## src/rtl/hazard_ctrl.sv

```systemverilog
// rtl/hazard_ctrl.sv - RV32I 5-stage hazard controller: stall/flush selects, PC hold, EX forwarding
module hazard_ctrl #(
    parameter int CNT_W = 16
) (
    input  logic             clk,
    input  logic             reset,
    input  logic [31:0]      inst_ID,
    input  logic [31:0]      inst_Ex,
    input  logic             br_taken_Ex,
    input  logic             mem_stall,
    output logic [2:0]       if_id_sel,
    output logic [2:0]       id_ex_sel,
    output logic             pc_stall,
    output logic [1:0]       fwd_a_sel,
    output logic [1:0]       fwd_b_sel,
    output logic [CNT_W-1:0] stall_count,
    output logic [CNT_W-1:0] flush_count
);

    localparam logic [6:0] OP_R      = 7'b0110011;
    localparam logic [6:0] OP_IMM    = 7'b0010011;
    localparam logic [6:0] OP_LOAD   = 7'b0000011;
    localparam logic [6:0] OP_STORE  = 7'b0100011;
    localparam logic [6:0] OP_BRANCH = 7'b1100011;
    localparam logic [6:0] OP_JAL    = 7'b1101111;
    localparam logic [6:0] OP_JALR   = 7'b1100111;
    localparam logic [6:0] OP_LUI    = 7'b0110111;
    localparam logic [6:0] OP_AUIPC  = 7'b0010111;

    localparam logic [2:0] SEL_RUN   = 3'b001;
    localparam logic [2:0] SEL_FLUSH = 3'b010;
    localparam logic [2:0] SEL_HOLD  = 3'b100;

    localparam logic [1:0] FWD_RF  = 2'b00;
    localparam logic [1:0] FWD_MEM = 2'b01;
    localparam logic [1:0] FWD_WB  = 2'b10;

    typedef enum logic [1:0] {
        CTRL_RUN,
        CTRL_HOLD,
        CTRL_FLUSH,
        CTRL_LU_STALL
    } ctrl_t;

    typedef struct packed {
        logic       valid_wr;
        logic [4:0] rd;
    } slot_t;

    function automatic logic writes_rd(input logic [6:0] op, input logic [4:0] rd);
        logic wr;
        case (op)
            OP_R, OP_IMM, OP_LOAD, OP_JAL, OP_JALR, OP_LUI, OP_AUIPC: wr = 1'b1;
            default:                                                  wr = 1'b0;
        endcase
        return wr && (rd != 5'd0);
    endfunction

    function automatic logic uses_rs1(input logic [6:0] op);
        case (op)
            OP_R, OP_IMM, OP_LOAD, OP_STORE, OP_BRANCH, OP_JALR: return 1'b1;
            default:                                             return 1'b0;
        endcase
    endfunction

    function automatic logic uses_rs2(input logic [6:0] op);
        case (op)
            OP_R, OP_STORE, OP_BRANCH: return 1'b1;
            default:                   return 1'b0;
        endcase
    endfunction

    // MEM is checked before WB so the youngest producer wins
    function automatic logic [1:0] fwd_select(input logic used, input logic [4:0] rs,
                                              input slot_t mem_s, input slot_t wb_s);
        if (used && mem_s.valid_wr && mem_s.rd == rs) return FWD_MEM;
        if (used && wb_s.valid_wr && wb_s.rd == rs)   return FWD_WB;
        return FWD_RF;
    endfunction

    logic [6:0] op_id;
    logic [6:0] op_ex;
    logic [4:0] rs1_id;
    logic [4:0] rs2_id;
    logic [4:0] rd_ex;
    logic [4:0] rs1_ex;
    logic [4:0] rs2_ex;
    logic       unused_fields;

    assign op_id  = inst_ID[6:0];
    assign rs1_id = inst_ID[19:15];
    assign rs2_id = inst_ID[24:20];
    assign op_ex  = inst_Ex[6:0];
    assign rd_ex  = inst_Ex[11:7];
    assign rs1_ex = inst_Ex[19:15];
    assign rs2_ex = inst_Ex[24:20];

    assign unused_fields = ^{inst_ID[31:25], inst_ID[14:7], inst_Ex[31:25], inst_Ex[14:12]};

    slot_t mem_slot;
    slot_t wb_slot;
    ctrl_t ctrl;
    logic  load_use;

    always_comb begin
        load_use = 1'b0;
        if (op_ex == OP_LOAD && writes_rd(op_ex, rd_ex)) begin
            load_use = (uses_rs1(op_id) && rs1_id == rd_ex) ||
                       (uses_rs2(op_id) && rs2_id == rd_ex);
        end
    end

    always_comb begin
        ctrl = CTRL_RUN;
        if (mem_stall) begin
            ctrl = CTRL_HOLD;
        end else if (br_taken_Ex) begin
            ctrl = CTRL_FLUSH;
        end else if (load_use) begin
            ctrl = CTRL_LU_STALL;
        end
    end

    // Reset forces a bubble into both registers and freezes the PC without waiting for a clock
    always_comb begin
        if_id_sel = SEL_RUN;
        id_ex_sel = SEL_RUN;
        pc_stall  = 1'b0;
        fwd_a_sel = FWD_RF;
        fwd_b_sel = FWD_RF;
        if (reset) begin
            if_id_sel = SEL_FLUSH;
            id_ex_sel = SEL_FLUSH;
            pc_stall  = 1'b1;
        end else begin
            fwd_a_sel = fwd_select(uses_rs1(op_ex), rs1_ex, mem_slot, wb_slot);
            fwd_b_sel = fwd_select(uses_rs2(op_ex), rs2_ex, mem_slot, wb_slot);
            case (ctrl)
                CTRL_HOLD: begin
                    if_id_sel = SEL_HOLD;
                    id_ex_sel = SEL_HOLD;
                    pc_stall  = 1'b1;
                end
                CTRL_FLUSH: begin
                    if_id_sel = SEL_FLUSH;
                    id_ex_sel = SEL_FLUSH;
                end
                CTRL_LU_STALL: begin
                    if_id_sel = SEL_HOLD;
                    id_ex_sel = SEL_FLUSH;
                    pc_stall  = 1'b1;
                end
                default: begin
                    if_id_sel = SEL_RUN;
                    id_ex_sel = SEL_RUN;
                end
            endcase
        end
    end

    always_ff @(posedge clk or posedge reset) begin
        if (reset) begin
            mem_slot <= '0;
            wb_slot  <= '0;
        end else if (!mem_stall) begin
            mem_slot <= '{valid_wr: writes_rd(op_ex, rd_ex), rd: rd_ex};
            wb_slot  <= mem_slot;
        end
    end

    always_ff @(posedge clk or posedge reset) begin
        if (reset) begin
            stall_count <= '0;
            flush_count <= '0;
        end else begin
            if (ctrl == CTRL_LU_STALL && stall_count != '1) begin
                stall_count <= stall_count + 1'b1;
            end
            if (ctrl == CTRL_FLUSH && flush_count != '1) begin
                flush_count <= flush_count + 1'b1;
            end
        end
    end

endmodule
```

## config.mk

```make
export PLATFORM = sky130hd
export DESIGN_NAME = hazard_ctrl
export DESIGN_NICKNAME = d
export VERILOG_FILES = /design/src/rtl/hazard_ctrl.sv
export SDC_FILE = /design/constraint.sdc
export NUM_CORES = 1
export LEC_CHECK = 0
export BUFFER_PORTS_ARGS = -buffer_cell sky130_fd_sc_hd__buf_2
export CAP_MARGIN = 20
export CORE_MARGIN = 2
export CORE_UTILIZATION = 40
export DETAILED_ROUTE_END_ITERATION = 8
export PLACE_DENSITY_LB_ADDON = 0.25
export SLEW_MARGIN = 5
export SYNTH_ARGS = -nofsm -noshare
export SYNTH_HDL_FRONTEND = slang
export SYNTH_SLANG_ARGS = --single-unit
```

## constraint.sdc

```tcl
create_clock -name clk -period 2.59 [get_ports clk]
set_clock_uncertainty 0.15 [all_clocks]
set_input_delay 0 -clock clk [delete_from_list [all_inputs] [get_ports clk]]
set_output_delay 0 -clock clk [all_outputs]
set_load 0.1 [all_outputs]
```

==> results of run 1 <==
-- where the power goes --
group / internal, uW / total (uW) / switching (uW) / leakage (uW)
sequential: 752 / 842 / 90.0 / 0.000578
clock: 213 / 454 / 241 / 0.0000510
combinational: 172 / 686 / 514 / 0.000902
total: 1140 / 1980 / 845 / 0.00153
-- metal layers --
metal | vias up | routed length (um) | global-route usage [%]
met5 | - | 0 | 0
met4 | 0 | 51 | 4.40
met3 | 4 | 370 | 3.74
met2 | 64 | 2920 | 30.0
met1 | 1034 | 2800 | 23.8
li1 | 1061 | - | -
-- metrics by stage --
step | cells | utilization, % | TNS, ns | worst slack [ns]
5_1_grt | 424 | 52.1 | 0 | 0.0388
6_report | 424 | 52.1 | 0 | 0.198
2_1_floorplan | 251 | - | -0.0108 | -0.0108
4_1_cts | 424 | 52.1 | 0 | 0.214
3_3_place_gp | 409 | 49.6 | 0 | 0.368
3_5_place_dp | 409 | 49.6 | 0 | 0.316
-- worst reg2reg max path: cells and delay by family (launching register included) --
| family | cells | cell delay, ns |
|---|---|---|
| AND/OR/NAND/NOR | 4 | 0.93 |
| flip-flops | 1 | 0.44 |
| AO/OA/AOI/OAI | 1 | 0.29 |
| adder cells (fa/ha/maj) | 1 | 0.22 |
| XOR/XNOR | 1 | 0.17 |
-- how the worst min path moves through the flow --
stage | slack, ns | cells after the start | to
after floorplan | 0.0006 | 1 | mem_slot[0]
after global placement | 0.05 | 2 | mem_slot[4]
after detailed placement | 0.05 | 2 | mem_slot[4]
after CTS | 0.04 | 4 | mem_slot[5]
after global routing | 0.09 | 4 | mem_slot[5]
final | 0.04 | 4 | mem_slot[5]
-- cell families after synthesis --
| logic type | count (synthesis) |
|---|---|
| flops | 44 |
| compound gates | 14 |
| buf+inv | 8 |
| simple gates | 111 |
| fa+ha+maj | 2 |
| xor+xnor | 59 |
| mux | 13 |
-- layout by cell type (no fill, tap or decap), drive strengths merged, types with 3 or more instances in the layout --
cell type / netlist / final
buf: 4 / 86
dfrtp: 44 / 44
xnor2: 38 / 38
nand2: 23 / 23
xor2: 21 / 21
nand3: 20 / 20
nor2: 17 / 17
mux2: 13 / 13
nor3: 12 / 12
nand4: 7 / 7
dlygate4sd3: 0 / 7
nor4: 7 / 7
clkbuf: 1 / 6
and2: 5 / 5
o21ai: 5 / 5
and3: 5 / 5
nor2b: 4 / 4
a211oi: 3 / 3
and4: 3 / 3
clkinv: 0 / 3
-- final cells by class --
cell class / count / share of cell area [%]
Clock buffer: 6 / 2.52
Sequential cell: 44 / 33.7
Inverter: 3 / 0.344
Clock inverter: 2 / 0.306
Timing Repair Buffer: 93 / 15.4
Tap cell: 77 / 2.94
Multi-Input combinational cell: 199 / 44.8
-- state kept, by name, indices dropped and copies added, names as in the netlist --
signal / count
wb_slot: 6
flush_count: 16
stall_count: 16
mem_slot: 6
==> out/qor.txt, run 1 <==
Most common cell on crit path: buf_2
Multi-input logic area: 1470 um^2
Post-Syn Area: 2580 um^2
CTS max path bufs: 2
Post-synth top area cell: dfrtp_1
XOR/XNOR Fraction of Synth Area: 20.0%
Vias in the first global route: 2171
Main flop type after synthesis: dfrtp_1
Ant diodes: 0
# DRC: 0
Largest cells by area after synthesis: dfrtp_1 43%, xnor2_1 13%, xor2_1 7.1%
Max cap viols: 0
Status: finished clean
DRT Pass-1 Iters: 4
Pleak: 0.00153 uW
Hold bufs inserted after CTS: 7
Port Buffers: 85
Nets@finish: 416
Final setup viols: 0
Yosys cell types: 45
Routability cong.: 0.823
FFs w/ async S/R, synth: 100%
Die width: 84.3 um
Critical path's top delay family: buffers and inverters
Sequential share of the synthesized area: 42.7%
Synth Area in Adders: 0.970%
Worst skew pair latency: 0.29 ns
FMAX: 418 MHz
R2R cell count: 7
Register Area: 1100 um^2
Layout filler cell count: 591
First-pass GRT wire length: 10400 um
Crit. Startpoint: inst_Ex[10]
Grt total ovfl: 0
Fin. Hold Viols: 0
Post-DP HPWL: 4710 um
Ys Warns: 0
Share of cells above drive strength 1: 37.8%
Routed wire length: 6150 um
WL/cell: 14.5 um
CP max stage cell: dlygate4sd3_1
Via density per instance: 5.10
Worst-margin pin slew: 0.822 ns
Worst hold path type: primary input to flip-flop
Root Buffer: clkbuf_8
Area delta synth->final: 26.9%
Relative slew slack: 44.9%
Reg2reg start: stall_count[0]
Data arrival, critical path: 2.24 ns
PD cells: 606 nW/um^2
Antenna violations before repair: 0
Die area: 7100 um^2
Pwr Total: 1980 uW
Yosys reg bits: 44
Worst Setup End Kind: output pin
Largest family of logic cells by synthesized area: simple AND/OR/NAND/NOR gates
Die height: 84.3 um
Synth Area in Simple Gates: 24.2%
CP max FO: 6
Largest net degree at the start of global routing: 24
TritonCTS Sinks: 44
Via count: 2163
Instance count on the critical path: 9
Peak supply drop: 0.000594 V
H-tree levels: 2
Hold Slack: 0.0357 ns
Initial core utilization: 41.1%
Placed Area: 3110 um^2
Post-synthesis mux area share: 5.82%
Post-synth top area share: 42.7%
Design area: 3270 um^2
Antenna Nets Post-Route: 0
Synth cell count leaders: 44 x dfrtp_1, 38 x xnor2_1, 23 x nand2_1
Post-Syn Nets: 321
Core Region: 6280 um^2
Post-CTS setup buffers: 0
Gate count after technology mapping: 251
Worst Setup EP: id_ex_sel[1]
Reg clk slew, reported paths: 0.08 ns
Row Count: 29
Io pins: 111
Unrepaired setup endpoints after global routing: false
Slew Viols, Final: 0
RR Endpoint: stall_count[11]
CP Cell Sequence: dlygate4sd3_1 > buf_2 > xnor2_1 > nand4_1 > o22ai_2 > and2_1 > inv_2 > o21ai_1 > buf_2
Total track usage: 17.9%
Min Tclk post-route: 2.39 ns
Critical Path RT: 2.44 ns
Post-CTS Resized: 0
Compound-Gate Fraction of Synth Area: 4.51%
Tcrit/Tclk final: 92.3%
Hold_sp: inst_Ex[4]
Flop2flop setup slack: 0.31 ns
Most common cell in the netlist: dfrtp_1
WS Path Type: primary input to output pin
EDFF count, synth: 0
CTS tree: done
CP Buf/Inv Count: 4
TritonCTS buffer count: 5
CP Launch Type: primary input
Syn avg cell area: 10.3 um^2
Iteration-0 DRC Markers: 83
Crit path largest cell delay: 0.54 ns
Note: power is estimated with default switching activity, not from simulation.
==> inputs of run 2 (changes only) <==
--- a/config.mk
+++ b/config.mk
@@ -7,8 +7,10 @@
 export LEC_CHECK = 0
 export BUFFER_PORTS_ARGS = -buffer_cell sky130_fd_sc_hd__buf_2
 export CAP_MARGIN = 20
+export CELL_PAD_IN_SITES_DETAIL_PLACEMENT = 0
+export CELL_PAD_IN_SITES_GLOBAL_PLACEMENT = 2
 export CORE_MARGIN = 2
-export CORE_UTILIZATION = 40
+export CORE_UTILIZATION = 28
 export DETAILED_ROUTE_END_ITERATION = 8
 export PLACE_DENSITY_LB_ADDON = 0.25
 export SLEW_MARGIN = 5
==> out/qor.txt, run 2 (same netlist as run 1, synthesis figures left out) <==
Worst-margin pin slew: 0.479 ns
Total track usage: 13.7%
Placed Area: 3160 um^2
RR Endpoint: stall_count[9]
CTS max path bufs: 2
Reg clk slew, reported paths: 0.08 ns
Relative slew slack: 67.9%
Worst Setup End Kind: output pin
H-tree levels: 2
Hold Slack: 0.0600 ns
Via density per instance: 4.64
Flop2flop setup slack: 0.29 ns
Pwr Total: 2060 uW
Fin. Hold Viols: 0
CP max FO: 6
First-pass GRT wire length: 10700 um
Ant diodes: 0
Worst skew pair latency: 0.29 ns
Die height: 100 um
Hold bufs inserted after CTS: 7
WL/cell: 14.3 um
Area delta synth->final: 29.5%
WS Path Type: primary input to output pin
Peak supply drop: 0.000400 V
TritonCTS buffer count: 5
TritonCTS Sinks: 44
Antenna Nets Post-Route: 0
PD cells: 617 nW/um^2
Antenna violations before repair: 0
# DRC: 0
Final setup viols: 0
Port Buffers: 85
Critical Path RT: 2.44 ns
FMAX: 417 MHz
Status: finished clean
Iteration-0 DRC Markers: 65
Core Region: 9060 um^2
Data arrival, critical path: 2.25 ns
Grt total ovfl: 0
Most frequent cells in the layout: 85 x buf_2, 42 x dfrtp_1, 38 x xnor2_1, 23 x nand2_1, 21 x xor2_1
Routability cong.: 0.718
R2R cell count: 7
Via count: 2129
Layout filler cell count: 935
WHS Endpoint: mem_slot[5]
Worst hold path type: primary input to flip-flop
Post-DP HPWL: 5120 um
Reg2reg start: stall_count[0]
Post-CTS setup buffers: 0
CP Launch Type: primary input
Die area: 9990 um^2
Slew Viols, Final: 0
Hold depth: 4
Nets@finish: 417
Min Tclk post-route: 2.40 ns
DRT Pass-1 Iters: 4
Hold_sp: inst_Ex[4]
CTS tree: done
Unrepaired setup endpoints after global routing: false
Root Buffer: clkbuf_8
Max cap viols: 0
Io pins: 111
Design area: 3340 um^2
Vias in the first global route: 2084
Row Count: 35
Largest net degree at the start of global routing: 23
Share of cells above drive strength 1: 37.6%
Pleak: 0.00154 uW
Biggest regs: flush_count (16), stall_count (16)
Routed wire length: 6580 um
Tcrit/Tclk final: 92.6%
Die width: 100 um
Post-CTS Resized: 0
Most common cell after layout, fill and taps aside: buf_2
Initial core utilization: 28.4%
run 2: cell types whose count changed in the layout (fill, tap and decap cells not counted):
cell	previous run	this run
buf_4	1	2
clkbuf_8	6	5
clkinv_2	2	1
clkbuf_1	0	1
bufinv_16	0	1
run 2: how the worst max path moves through the flow:
stage / from / cells after the start / endpoint
global route: inst_Ex[8] / 9 / pc_stall
global placement: stall_count[0] / 7 / stall_count[9]
floorplan: mem_slot[3] / 4 / fwd_b_sel[1]
finish: inst_Ex[8] / 9 / pc_stall
detailed placement: stall_count[0] / 7 / stall_count[11]
CTS: inst_Ex[9] / 9 / pc_stall
run 2: per-stage QoR:
step / setup slack [ns] / instances / util [%] / TNS (ns)
5_1_grt: 0.0245 / 459 / 36.8 / 0
6_report: 0.190 / 459 / 36.8 / 0
3_3_place_gp: 0.321 / 444 / 34.9 / 0
2_1_floorplan: -0.0108 / 251 / - / -0.0108
3_5_place_dp: 0.302 / 444 / 34.9 / 0
4_1_cts: 0.163 / 459 / 36.8 / 0
run 2: layer usage:
layer	up-vias	GRT usage (%)	wire length [um]
li1	1061	-	-
met1	999	19.1	3220
met2	64	21.6	2930
met3	5	3.13	377
met4	0	3.69	57
met5	-	0	0
run 2: worst max-delay path, cell delays in order:
cell           delay (ns)
dlygate4sd3_1        0.53
buf_2                0.16
xnor2_1              0.17
nand4_1              0.19
o22ai_2              0.18
and2_1               0.35
inv_2                0.07
o21ai_1              0.14
buf_2                0.45
run 2: area by class of cell:
class,instances,area (um^2),share of cell area [%]
Clock buffer,6,72.6,2.17
Sequential cell,44,1100,33.1
Timing Repair Buffer,94,510,15.3
Multi-Input combinational cell,199,1470,43.9
Tap cell,111,139,4.16
Inverter,3,11.3,0.337
Clock inverter,2,35.0,1.05
run 2: power by group:
| part | internal [uW] | switching, uW | leakage (uW) | total, uW |
|---|---|---|---|---|
| Sequential | 752 | 92.2 | 0.000578 | 844 |
| Clock | 287 | 243 | 0.0000552 | 529 |
| Combinational | 173 | 514 | 0.000907 | 687 |
